$ cat config.mk
export PLATFORM = sky130hd
export DESIGN_NAME = core_boot_sequencer
export DESIGN_NICKNAME = d
export VERILOG_FILES = /design/src/rtl/core_boot_sequencer.sv
export SDC_FILE = /design/constraint.sdc
export NUM_CORES = 1
export LEC_CHECK = 0
export ABC_AREA = 1
export ABC_CLOCK_PERIOD_IN_PS = 4750
export CAP_MARGIN = 20
export CORE_UTILIZATION = 48
export CTS_BUF_LIST = sky130_fd_sc_hd__clkbuf_4
export DETAILED_ROUTE_END_ITERATION = 10
export DONT_BUFFER_PORTS = 1
export GPL_ROUTABILITY_DRIVEN = 1
export GPL_TIMING_DRIVEN = 0
export PLACE_DENSITY_LB_ADDON = 0.15
export SYNTH_ARGS = -nofsm -noshare
export SYNTH_HDL_FRONTEND = slang
export SYNTH_SLANG_ARGS = --single-unit
$ cat constraint.sdc
create_clock -name clock -period 4.75 [get_ports clock]
set_input_delay 1.1875 -clock clock [delete_from_list [all_inputs] [get_ports clock]]
set_output_delay 1.1875 -clock clock [all_outputs]
set_load 0.01 [all_outputs]
$ cat src/rtl/core_boot_sequencer.sv
// Boot/reload controller: holds the core in reset, packs a byte stream into words,
// writes them through the ISP port, then releases the core and pulses start.
module core_boot_sequencer #(
   parameter int DATA_WIDTH   = 32,
   parameter int ADDRESS_BITS = 8,
   parameter int START_DELAY  = 4
) (
   input  logic                    clock,
   input  logic                    reset,
   input  logic                    load_req,
   input  logic [ADDRESS_BITS-1:0] load_base,
   input  logic [ADDRESS_BITS-1:0] load_count,
   input  logic [7:0]              byte_in,
   input  logic                    byte_valid,
   output logic                    byte_ready,
   output logic [ADDRESS_BITS-1:0] isp_address,
   output logic [DATA_WIDTH-1:0]   isp_data,
   output logic                    isp_write,
   output logic                    core_reset,
   output logic                    core_start,
   output logic [ADDRESS_BITS-1:0] prog_address,
   output logic                    busy,
   output logic                    done
);

   typedef enum logic [2:0] {
      ST_IDLE,
      ST_LOAD,
      ST_WRITE,
      ST_RELEASE,
      ST_START,
      ST_RUN
   } state_t;

   localparam logic [3:0]              DELAY_INIT = 4'(START_DELAY);
   localparam logic [ADDRESS_BITS-1:0] ONE_WORD   = ADDRESS_BITS'(1);

   state_t                  state_q;
   logic [ADDRESS_BITS-1:0] base_q;
   logic [ADDRESS_BITS-1:0] remaining_q;
   logic [ADDRESS_BITS-1:0] idx_q;
   logic [1:0]              byte_cnt_q;
   logic [DATA_WIDTH-1:0]   word_q;
   logic [3:0]              delay_q;

   logic                    byte_ready_q;
   logic [ADDRESS_BITS-1:0] isp_address_q;
   logic [DATA_WIDTH-1:0]   isp_data_q;
   logic                    isp_write_q;
   logic                    core_reset_q;
   logic                    core_start_q;
   logic [ADDRESS_BITS-1:0] prog_address_q;
   logic                    busy_q;
   logic                    done_q;

   logic [DATA_WIDTH-1:0]   word_d;

   // Current word with the incoming byte merged in, so WRITE can publish the 4th byte.
   always_comb begin
      // NOTE: default assignment first so no path leaves word_d unassigned (no latch).
      word_d = word_q;
      word_d[{byte_cnt_q, 3'b000} +: 8] = byte_in;
   end

   always_ff @(posedge clock or negedge reset) begin
      if (!reset) begin
         state_q        <= ST_IDLE;
         base_q         <= '0;
         remaining_q    <= '0;
         idx_q          <= '0;
         byte_cnt_q     <= '0;
         word_q         <= '0;
         delay_q        <= '0;
         byte_ready_q   <= 1'b0;
         isp_address_q  <= '0;
         isp_data_q     <= '0;
         isp_write_q    <= 1'b0;
         core_reset_q   <= 1'b1;
         core_start_q   <= 1'b0;
         prog_address_q <= '0;
         busy_q         <= 1'b0;
         done_q         <= 1'b0;
      end else begin
         // NOTE: non-blocking assignments keep every register updating from pre-edge values.
         isp_write_q  <= 1'b0;
         core_start_q <= 1'b0;
         case (state_q)
            ST_IDLE, ST_RUN: begin
               if (load_req) begin
                  base_q      <= load_base;
                  remaining_q <= load_count;
                  idx_q       <= '0;
                  byte_cnt_q  <= '0;
                  busy_q      <= 1'b1;
                  done_q      <= 1'b0;
                  if (load_count == '0) begin
                     state_q      <= ST_RELEASE;
                     delay_q      <= DELAY_INIT;
                     // A running core still sees one reset cycle before the empty reboot.
                     core_reset_q <= (state_q == ST_RUN);
                  end else begin
                     state_q      <= ST_LOAD;
                     byte_ready_q <= 1'b1;
                     core_reset_q <= 1'b1;
                  end
               end
            end

            ST_LOAD: begin
               if (byte_valid) begin
                  word_q     <= word_d;
                  byte_cnt_q <= byte_cnt_q + 2'd1;
                  if (byte_cnt_q == 2'd3) begin
                     state_q       <= ST_WRITE;
                     byte_ready_q  <= 1'b0;
                     isp_write_q   <= 1'b1;
                     isp_address_q <= base_q + idx_q;
                     isp_data_q    <= word_d;
                  end
               end
            end

            ST_WRITE: begin
               idx_q       <= idx_q + ONE_WORD;
               remaining_q <= remaining_q - ONE_WORD;
               byte_cnt_q  <= '0;
               if (remaining_q == ONE_WORD) begin
                  state_q      <= ST_RELEASE;
                  core_reset_q <= 1'b0;
                  delay_q      <= DELAY_INIT;
               end else begin
                  state_q      <= ST_LOAD;
                  byte_ready_q <= 1'b1;
               end
            end

            ST_RELEASE: begin
               core_reset_q <= 1'b0;
               if (delay_q == 4'd0) begin
                  state_q        <= ST_START;
                  core_start_q   <= 1'b1;
                  prog_address_q <= base_q;
               end else begin
                  delay_q <= delay_q - 4'd1;
               end
            end

            ST_START: begin
               state_q <= ST_RUN;
               busy_q  <= 1'b0;
               done_q  <= 1'b1;
            end

            default: state_q <= ST_IDLE;
         endcase
      end
   end

   assign byte_ready   = byte_ready_q;
   assign isp_address  = isp_address_q;
   assign isp_data     = isp_data_q;
   assign isp_write    = isp_write_q;
   assign core_reset   = core_reset_q;
   assign core_start   = core_start_q;
   assign prog_address = prog_address_q;
   assign busy         = busy_q;
   assign done         = done_q;

endmodule

==> out/results.txt <==
result of the run -> finished clean
total of flip-flops plus latches after synthesis -> 111
number of design-rule violations left by the first detailed-router iteration -> 200
largest family of logic cells by synthesized area -> simple AND/OR/NAND/NOR gates
sequential cell area -> 2779 um^2
Clk Tree Root Cell -> clkbuf_4
peak clock frequency supported by timing -> 447.5 MHz
final setup violating endpoints -> 0
nature of the critical path endpoint -> primary output
Clk pin slew, worst setup/hold paths -> 170 ps
number of fill cells -> 1078
global-route wire length before repair -> 21.11 mm
count of inserted antenna diode cells -> 0
unrepaired setup endpoints after global routing -> no
fraction of the yosys area taken by sequential cells -> 50.09%
fraction of the core area covered by cells at the end of the flow -> 53.18%
depth of the CTS H-tree -> 3
number of buffers added on ports -> 0
via count of the first global-routing pass -> 4455
die outline area -> 11990 um^2
Post-route DRC -> 0
DP Wirelength -> 9.293 mm
slew of the pin with the lowest slew margin -> 436.4 ps
Pwr Total -> 3208 uW
Syn Nets -> 727
fin nets -> 738
hold-fix buffers at CTS -> 0
total number of vias -> 4368
Cell Rows -> 38
via/cell ratio -> 5.212
final hold violation count -> 0
starting density of the core -> 50.29%
kind of start point of the critical path -> flop
top library cells by usage in the layout, fill and taps aside -> 241 x nand2_1, 110 x dfrtp_1, 69 x inv_1
antenna violations before repair -> 0
setup TNS -> 0 ps
die outline width -> 109.5 um
standby leakage power -> 0.002938 uW
multiplexer area fraction after synthesis -> 0.1804%
Post-Route Hold Slack -> 399.3 ps
critical path fanouts, max -> 2
Tightest Hold Check Type -> in -> async
required time reported for the critical path endpoint -> 3560 ps
compound-gate portion of the synthesized area -> 10.71%
Max Root-Sink Buffers -> 2
core area -> 11030 um^2
maximum resistive drop on vdd -> 0.2662 mV
Sinks on Clock Net -> 111
total iterations of the first detailed-routing run -> 4
TritonCTS clock tree -> done
maximum number of pins on one net before global-route repair -> 112
dominant register cell in the synthesized netlist -> dfrtp_1
total congestion overflow -> 0
clock network latency to the later pin of the worst-skew pair -> 460 ps
synthesized netlist cell count -> 682
share of post-route cells with drive strength above 1 -> 9.026%
arithmetic-cell share of the synthesized area counting full adders, half adders and majority gates -> 3.969%
worst setup timing slack at the placement stage -> 2671 ps
Final ANT Viol Nets -> 0
drt total wl -> 12.52 mm
postcts setup bufs -> 0
CP Data Arrival Time -> 1050 ps
number of distinct library cells after synthesis -> 37
post-route worst setup slack -> 2515 ps
Worst Skew -> 21.09 ps
Max Transition Viols Final -> 0
height of the chip -> 109.5 um
total global-route track usage -> 22.62%
Routability Congestion -> 0.8454
EDFF count, synth -> 0
number of primary I/O pins -> 82
Max-Cap Viols -> 0
Final min period -> 2235 ps
Setup Crit Path Kind -> reg -> out
average routed wire per standard cell -> 14.94 um
Tcrit/Tclk final -> 47.05%
power density over cell area -> 546.9 nW/um^2
area growth from synthesis to final layout -> 5.729%
fraction of synthesis flops using an asynchronous set or reset pin -> 100.0%
simple-gate share of the synthesized area -> 25.85%
commonest non-fill, non-tap cell in the layout -> nand2_1
synthesized-area fraction occupied by xor and xnor cells -> 1.421%
count of warnings emitted by yosys -> 0
number of buffers created by CTS -> 9
Syn Std Cell Area -> 5548 um^2
area taken by multi-input logic gates -> 2337 um^2
worst max-slew margin expressed relative to the limit -> 70.90%
number of gates resized after CTS -> 0
mean instance size in the synthesized netlist -> 8.135 um^2
-- path summary, 6_finish.rpt --
kind,startpoint,endpoint,slack [ps],cells past startpoint
hold reg to reg,core_reset$_DFFE_PN1P_,core_reset$_DFFE_PN1P_,520,2
setup / recovery,core_reset$_DFFE_PN1P_,core_reset,2520,0
hold / removal,reset,idx_q[6]$_DFFE_PN0P_,400,0
min in group clock,core_reset$_DFFE_PN1P_,core_reset$_DFFE_PN1P_,520,2
setup reg to reg,byte_cnt_q[0]$_DFFE_PN0P_,word_q[19]$_DFFE_PN0P_,2740,7
max in group asynchronous,reset,core_reset$_DFFE_PN1P_,4120,0
-- cells in the mapped netlist (all sizes together) (5+ instances only) --
cell,instances,area (um^2)
inv,77,291.5
ha,16,200.2
nand3,38,200.2
a21oi,11,55.05
buf,20,128.9
o22ai,29,181.4
nor2,41,201.4
o21bai,5,37.54
nand2,249,964.7
xor2,5,43.79
o21ai,55,282.8
dfrtp,110,2753
-- flip-flops by register name, indices dropped and copies added, names as in the netlist --
| name | count |
|---|---|
| word_q | 24 |
| core_reset | 1 |
| state_q | 3 |
| done | 1 |
| core_start | 1 |
| byte_cnt_q | 2 |
| busy | 1 |
| isp_write | 1 |
| byte_ready | 1 |
| prog_address | 8 |
| remaining_q | 8 |
| isp_address | 8 |
| base_q | 8 |
| delay_q | 4 |
| isp_data | 32 |
| idx_q | 8 |
-- final cells by class --
type                            instances  share of cell area (%)
Buffer                                 22                   2.325
Clock buffer                           10                   1.280
Clock inverter                          6                   1.152
Inverter                               78                   5.034
Multi-Input combinational cell        471                   39.85
Sequential cell                       111                   47.38
Tap cell                              140                   2.986
-- routing by layer --
metal | up-vias | track usage [%] | wire (um)
li1 | 2191 | - | -
met1 | 2068 | 29.57 | 5768
met2 | 104 | 38.05 | 5913
met3 | 5 | 5.572 | 751
met4 | 0 | 4.762 | 84
met5 | - | 0 | 0
-- power by group --
part | switching [uW] | internal [uW] | total [uW]
logic | 776 | 430 | 1210
registers | 278 | 1240 | 1520
clock network | 314 | 170 | 484
-- per-stage QoR --
step                      cell area, um^2  instances
final                                5866        838
after CTS                            5866        838
after floorplan                      5548        682
after detailed placement             5723        822
after global routing                 5866        838
after global placement               5723        822
-- kinds of logic (layout without fill, tap and decap cells) --
family / Yosys count / count (layout)
AND/OR/NAND/NOR: 339 / 339
flip-flops: 111 / 111
AO/OA/AOI/OAI: 105 / 105
buffers and inverters: 100 / 116
adder cells (fa/ha/maj): 17 / 17
XOR/XNOR: 9 / 9
multiplexers: 1 / 1
(Power assumes the default switching activity.)
